File: src/rtl/btn_debounce_pkg.sv
// ============================================================================
// Module      : btn_debounce_pkg
// Description : Shared state encoding and counter widths for the debouncer.
// Revision    : 1.0 - initial release
// ============================================================================
`default_nettype none

package btn_debounce_pkg;

    localparam int CNT_W  = 8;
    localparam int HOLD_W = 16;

    typedef enum logic [1:0] {
        RELEASED   = 2'd0,
        PRESS_PEND = 2'd1,
        PRESSED    = 2'd2,
        REL_PEND   = 2'd3
    } chan_state_e;

endpackage

`default_nettype wire

File: src/rtl/debounce_chan.sv
// ============================================================================
// Module      : debounce_chan
// Description : One debounce channel: qualification FSM, level and pulse regs.
//               Long-press hold counter built only with BTN_DEBOUNCE_LONG_PRESS_EN.
// Revision    : 1.0 - initial release
// ============================================================================
`default_nettype none

module debounce_chan
    import btn_debounce_pkg::*;
#(
    parameter int STABLE_SAMPLES = 8,
    parameter int LONG_SAMPLES   = 192
) (
    input  logic clock,
    input  logic reset,
    input  logic tick,
    input  logic sample,
    output logic btn_level,
    output logic btn_press,
    output logic btn_release,
    output logic btn_long
);

    localparam logic [CNT_W-1:0] STABLE_LAST = CNT_W'(STABLE_SAMPLES);

    chan_state_e      state_q, state_d;
    logic [CNT_W-1:0] cnt_q, cnt_d;
    logic [CNT_W-1:0] cnt_inc;
    logic             level_q, level_d;
    logic             press_q, press_d;
    logic             release_q, release_d;

    assign cnt_inc = cnt_q + CNT_W'(1);

    always_comb begin
        state_d   = state_q;
        cnt_d     = cnt_q;
        level_d   = level_q;
        press_d   = 1'b0;
        release_d = 1'b0;
        if (tick) begin
            case (state_q)
                RELEASED: begin
                    if (sample) begin
                        state_d = PRESS_PEND;
                        cnt_d   = CNT_W'(1);
                    end
                end
                PRESS_PEND: begin
                    if (!sample) begin
                        state_d = RELEASED;
                        cnt_d   = '0;
                    end else if (cnt_inc == STABLE_LAST) begin
                        state_d = PRESSED;
                        cnt_d   = '0;
                        level_d = 1'b1;
                        press_d = 1'b1;
                    end else begin
                        cnt_d = cnt_inc;
                    end
                end
                PRESSED: begin
                    if (!sample) begin
                        state_d = REL_PEND;
                        cnt_d   = CNT_W'(1);
                    end
                end
                REL_PEND: begin
                    if (sample) begin
                        state_d = PRESSED;
                        cnt_d   = '0;
                    end else if (cnt_inc == STABLE_LAST) begin
                        state_d   = RELEASED;
                        cnt_d     = '0;
                        level_d   = 1'b0;
                        release_d = 1'b1;
                    end else begin
                        cnt_d = cnt_inc;
                    end
                end
                default: begin
                    state_d = RELEASED;
                    cnt_d   = '0;
                end
            endcase
        end
    end

    always_ff @(posedge clock or posedge reset) begin
        if (reset) begin
            state_q   <= RELEASED;
            cnt_q     <= '0;
            level_q   <= 1'b0;
            press_q   <= 1'b0;
            release_q <= 1'b0;
        end else begin
            state_q   <= state_d;
            cnt_q     <= cnt_d;
            level_q   <= level_d;
            press_q   <= press_d;
            release_q <= release_d;
        end
    end

    assign btn_level   = level_q;
    assign btn_press   = press_q;
    assign btn_release = release_q;

`ifdef BTN_DEBOUNCE_LONG_PRESS_EN
    localparam logic [HOLD_W-1:0] LONG_LAST = HOLD_W'(LONG_SAMPLES);

    logic [HOLD_W-1:0] hold_q, hold_d;
    logic              long_q, long_d;

    // Hold count restarts only on a fresh press; a REL_PEND bounce resumes it.
    always_comb begin
        hold_d = hold_q;
        long_d = 1'b0;
        if (state_q == PRESS_PEND && state_d == PRESSED) begin
            hold_d = '0;
        end else if (tick && state_q == PRESSED && hold_q != LONG_LAST) begin
            hold_d = hold_q + HOLD_W'(1);
            long_d = (hold_d == LONG_LAST);
        end
    end

    always_ff @(posedge clock or posedge reset) begin
        if (reset) begin
            hold_q <= '0;
            long_q <= 1'b0;
        end else begin
            hold_q <= hold_d;
            long_q <= long_d;
        end
    end

    assign btn_long = long_q;
`else
    logic [HOLD_W-1:0] unused_long_cfg;
    assign unused_long_cfg = HOLD_W'(LONG_SAMPLES);
    assign btn_long        = 1'b0;
`endif

endmodule

`default_nettype wire

File: src/rtl/btn_debounce.sv
// ============================================================================
// Module      : btn_debounce
// Description : Multi-channel button debouncer; synchronises inputs and the
//               clk_slow strobe. Long press via BTN_DEBOUNCE_LONG_PRESS_EN.
// Revision    : 1.0 - initial release
// ============================================================================
`default_nettype none

module btn_debounce
    import btn_debounce_pkg::*;
#(
    parameter int N_BTN          = 4,
    parameter int STABLE_SAMPLES = 8,
    parameter int BTN_ACTIVE_LOW = 1,
    parameter int LONG_SAMPLES   = 192
) (
    input  logic             clock,
    input  logic             reset,
    input  logic             clk_slow,
    input  logic [N_BTN-1:0] btn_raw,
    output logic [N_BTN-1:0] btn_level,
    output logic [N_BTN-1:0] btn_press,
    output logic [N_BTN-1:0] btn_release,
    output logic [N_BTN-1:0] btn_long
);

    localparam logic [N_BTN-1:0] SYNC_RST = (BTN_ACTIVE_LOW != 0) ? {N_BTN{1'b1}} : {N_BTN{1'b0}};

    logic [N_BTN-1:0] btn_sync1_q, btn_sync2_q;
    logic             slow_sync1_q, slow_sync2_q, slow_prev_q;
    logic             tick;
    logic [N_BTN-1:0] sample;

    // Synchronisers start at the released level so reset never looks like a press.
    always_ff @(posedge clock or posedge reset) begin
        if (reset) begin
            btn_sync1_q  <= SYNC_RST;
            btn_sync2_q  <= SYNC_RST;
            slow_sync1_q <= 1'b0;
            slow_sync2_q <= 1'b0;
            slow_prev_q  <= 1'b0;
        end else begin
            btn_sync1_q  <= btn_raw;
            btn_sync2_q  <= btn_sync1_q;
            slow_sync1_q <= clk_slow;
            slow_sync2_q <= slow_sync1_q;
            slow_prev_q  <= slow_sync2_q;
        end
    end

    assign tick   = slow_sync2_q & ~slow_prev_q;
    assign sample = (BTN_ACTIVE_LOW != 0) ? ~btn_sync2_q : btn_sync2_q;

    for (genvar i = 0; i < N_BTN; i++) begin : g_chan
        debounce_chan #(
            .STABLE_SAMPLES (STABLE_SAMPLES),
            .LONG_SAMPLES   (LONG_SAMPLES)
        ) u_chan (
            .clock       (clock),
            .reset       (reset),
            .tick        (tick),
            .sample      (sample[i]),
            .btn_level   (btn_level[i]),
            .btn_press   (btn_press[i]),
            .btn_release (btn_release[i]),
            .btn_long    (btn_long[i])
        );
    end

endmodule

`default_nettype wire

File: config.mk
export PLATFORM = sky130hd
export DESIGN_NAME = btn_debounce
export DESIGN_NICKNAME = d
export VERILOG_FILES = /design/src/rtl/btn_debounce_pkg.sv /design/src/rtl/debounce_chan.sv /design/src/rtl/btn_debounce.sv
export SDC_FILE = /design/constraint.sdc
export NUM_CORES = 1
export LEC_CHECK = 0
export BUFFER_PORTS_ARGS = -buffer_cell sky130_fd_sc_hd__buf_2
export CORE_ASPECT_RATIO = 0.5
export CORE_MARGIN = 8
export CORE_UTILIZATION = 50
export CTS_CLUSTER_DIAMETER = 50
export CTS_CLUSTER_SIZE = 16
export DETAILED_ROUTE_END_ITERATION = 8
export PLACE_DENSITY = 0.79
export SLEW_MARGIN = 10
export SYNTH_ARGS = -nofsm -noshare
export SYNTH_HDL_FRONTEND = slang
export SYNTH_SLANG_ARGS = --single-unit
File: constraint.sdc
create_clock -name clock -period 6 [get_ports clock]
set_input_delay 0.3 -clock clock [delete_from_list [all_inputs] [get_ports clock]]
set_output_delay 0.3 -clock clock [all_outputs]
set_load 0.005 [all_outputs]
==> flow_metrics.py <==
metrics = {
    "cells_and_area": {
        "diodes": 0,
        "area_growth_pct": 9.66,
        "design_area_mm2": 0.00358,
        "drive_gt1_share_pct": 17.0,
        "nFillCells": 523,
        "regArea_mm2": 0.00159,
        "multi_input_area_mm2": 0.00146,
        "fin_nets": 360,
    },
    "floorplanning": {
        "initial_core_util_pct": 52.8,
        "die_h_um": 73.1,
        "coreArea_mm2": 0.00618,
        "num_io_pins": 23,
        "die_width_um": 130,
        "rows": 20,
        "die_area_mm2": 0.00953,
    },
    "logic_synthesis": {
        "ys_types": 56,
        "synth-compound-area-share_pct": 17.6,
        "mappedNetlistArea_mm2": 0.00326,
        "syn_inst": 344,
        "synthXorXnorAreaFrac_pct": 1.61,
        "synth_ff_type": "dfrtp_1",
        "synth_top_family_by_area": "simple AND/OR/NAND/NOR gates",
        "synthArstFlopShare_pct": 100,
        "yosys-mux-area-fraction_pct": 4.48,
        "ys_seq_elements": 63,
        "synthAdderAreaFrac_pct": 1.92,
        "synth-simple-area-share_pct": 18.6,
        "syn_avg_cell_area_um2": 9.49,
        "ys_seq_area_share_pct": 48.6,
        "synth_edf_count": 0,
        "yosysWarningCount": 0,
    },
    "clock_network": {
        "clk-insertion-delay-late_ps": 320,
        "h-tree-depth": 3,
        "clkSinkCount": 63,
        "cts_made_buffers": 9,
        "clockBufferDepth": 2,
        "cts_hold_buf": 0,
        "path_clk_slew_ps": 50,
        "cts_root_buf": "clkbuf_16",
        "post_cts_buffers": 0,
        "cts_resized": 0,
        "cts_tree": "yes",
    },
    "sta": {
        "worstMarginPinSlew_ps": 793,
        "layout_setup_ws_ps": 3590,
        "drv_slew": 0,
        "holdWs_ps": 72.7,
        "fin_crit_sh_pct": 40.1,
        "setup_viol": 0,
        "hold_viol": 0,
        "rsz0062_at_grt": "false",
        "setup_tns_ps": 0,
        "slew_headroom_pct": 47.1,
        "clock_skew_ps": 5.12,
        "clock.fmax_mhz": 416,
        "period_needed_ps": 2410,
    },
    "critical_path": {
        "required_ps": 6210,
        "reg2reg_depth": 6,
        "endpoint_kind": "flop",
        "worst_path_max_delay_cell": "dfrtp_1",
        "worstSetupPathType": "flop to flop",
        "start_kind": "flop",
        "worstPathArrival_ps": 2610,
        "cp_top_family": "simple AND/OR/NAND/NOR gates",
        "max_stage_delay_ps": 550,
        "cp_num_cells": 6,
        "path_cells": "ha_1 > and4_4 > o2111a_1 > o221ai_2 > or3_1 > a211o_1",
        "crit_fanout": 12,
        "cp_num_buf_inv": 0,
    },
    "route": {
        "drtIter0Drc": 211,
        "via_per_inst": 5.68,
        "ant_nets": 0,
        "num_vias": 2505,
        "wl_per_cell_um": 14.1,
        "drc": 0,
        "wirelength_um": 6210,
        "firstDrtPassIters": 7,
    },
    "global_route": {
        "grt_pass1_vias": 2365,
        "antenna_found_initial": 0,
        "grt_remaining_overflow": 0,
        "gr-usage-all-layers_pct": 14.0,
        "grt_max_degree": 64,
        "grt_pass1_wl_um": 10600,
    },
    "placement": {
        "dpl.hpwl_um": 4040,
        "place_ws_ps": 3640,
        "io_buffers": 18,
        "gp_congestion": 0.951,
        "place_area_mm2": 0.00329,
    },
    "outcome": {
        "status": "finished clean",
    },
    "min_path": {
        "hold_depth": 1,
        "min_path_type": "primary input to flop",
    },
    "power": {
        "peakVddDrop_mv": 0.136,
        "p_leak_nw": 1.51,
        "power_w": 0.00111,
        "power_density_mw_per_mm2": 309,
    },
    "flow_run": {
        "maxCapViolCount": 0,
    },
}
-- cells in the mapped netlist (all sizes together), types with 3 or more instances --
| cell type | number | area [µm²] |
|---|---|---|
| a21boi | 3 | 22.5 |
| a21oi | 19 | 95.1 |
| a22o | 3 | 26.3 |
| and3 | 3 | 23.8 |
| buf | 23 | 161 |
| clkbuf | 7 | 37.5 |
| dfrtp | 55 | 1380 |
| dfstp | 8 | 210 |
| ha | 5 | 62.6 |
| inv | 9 | 33.8 |
| mux2 | 5 | 56.3 |
| mux2i | 9 | 90.1 |
| nand2 | 52 | 195 |
| nand3 | 17 | 85.1 |
| nand4 | 5 | 31.3 |
| nor2 | 21 | 78.8 |
| nor3 | 17 | 85.1 |
| o2111a | 4 | 46.3 |
| o21ai | 31 | 155 |
| o31ai | 6 | 45.0 |
| xnor2 | 5 | 43.8 |
-- power breakdown --
part           internal, W  switching [W]
clock network     0.000300       0.000183
registers         0.000460      0.0000555
logic            0.0000491      0.0000588
total             0.000809       0.000297
-- logic make-up (layout without fill, tap and decap cells) --
kind of cell,count (synthesis),after routing
and+or+nand+nor,130,130
AOI/OAI and AO/OA,86,86
DFF,63,63
buffers and inverters,39,45
muxes,14,14
xor gates and xnor gates,6,6
adders and majority gates,5,5
other,1,4
-- cell usage in the layout, fill, tap and decap left out, types with 3 or more instances in the layout --
cell        count
o2111a_1        3
a22o_1          3
mux2_2          5
a21oi_1        19
xnor2_1         5
nand4_1         5
inv_1           8
nand3_1        17
mux2i_1         9
o21ai_1         5
o21ai_0        26
nand2_1        52
o31ai_1         6
ha_1            5
dfrtp_1        55
dfstp_2         8
clkinvlp_4      3
a21boi_0        3
buf_2          18
conb_1          4
clkbuf_16       9
nor2_1         21
nor3_1         17
-- path summary, 6_finish.rpt --
kind                                                start  slack [ps]                          to
worst min-delay path                           btn_raw[3]          70              btn_sync1_q[3]
worst min register to register             btn_sync1_q[1]         360              btn_sync2_q[1]
worst max register to register  g_chan[2].u_chan.cnt_q[0]        3590  g_chan[2].u_chan.btn_level
max in group asynchronous                           reset        5320  g_chan[0].u_chan.btn_press
worst max-delay path            g_chan[2].u_chan.cnt_q[0]        3590  g_chan[2].u_chan.btn_level
min in group asynchronous                           reset         180   g_chan[2].u_chan.cnt_q[7]
-- worst register-to-register path: cells and delay by family, from the launching register on --
family	cells	cell delay [ps]
DFF	1	550
adders and majority gates	1	320
AOI/OAI and AO/OA	3	680
and+or+nand+nor	2	740
-- routing by layer --
layer / track usage (%) / vias to the layer above / share of wire, %
met4: 6.89 / 0 / 1.2
met5: 0 / - / 0
met3: 4.30 / 5 / 5.9
li1: - / 1215 / -
met1: 16.4 / 1207 / 45
met2: 22.9 / 78 / 48
-- flip-flops by register name, summed over array words and instances (netlist names), named ones only --
| signal | cells |
|---|---|
| btn_sync1_q | 4 |
| btn_sync2_q | 4 |
| g_chan.u_chan.btn_level | 4 |
| g_chan.u_chan.btn_press | 4 |
| g_chan.u_chan.btn_release | 4 |
| g_chan.u_chan.cnt_q | 32 |
| g_chan.u_chan.state_q | 4 |
| slow_prev_q | 1 |
| slow_sync1_q | 1 |
| slow_sync2_q | 1 |
-- layout make-up --
type                            instances  area share [%]
Multi-Input combinational cell        245            40.8
Clock buffer                           11            7.06
Tap cell                               88            3.08
Timing Repair Buffer                   20            2.94
Sequential cell                        63            44.3
Clock inverter                          5           0.909
Inverter                                9           0.944
-- stage by stage --
| stage | instances | util (%) |
|---|---|---|
| global route | 441 | 57.9 |
| finish | 441 | 57.9 |
| detailed placement | 425 | 53.3 |
| floorplan | 347 | - |
| CTS | 441 | 57.9 |
| global placement | 425 | 53.3 |
Power figures use the tool's default switching activity.
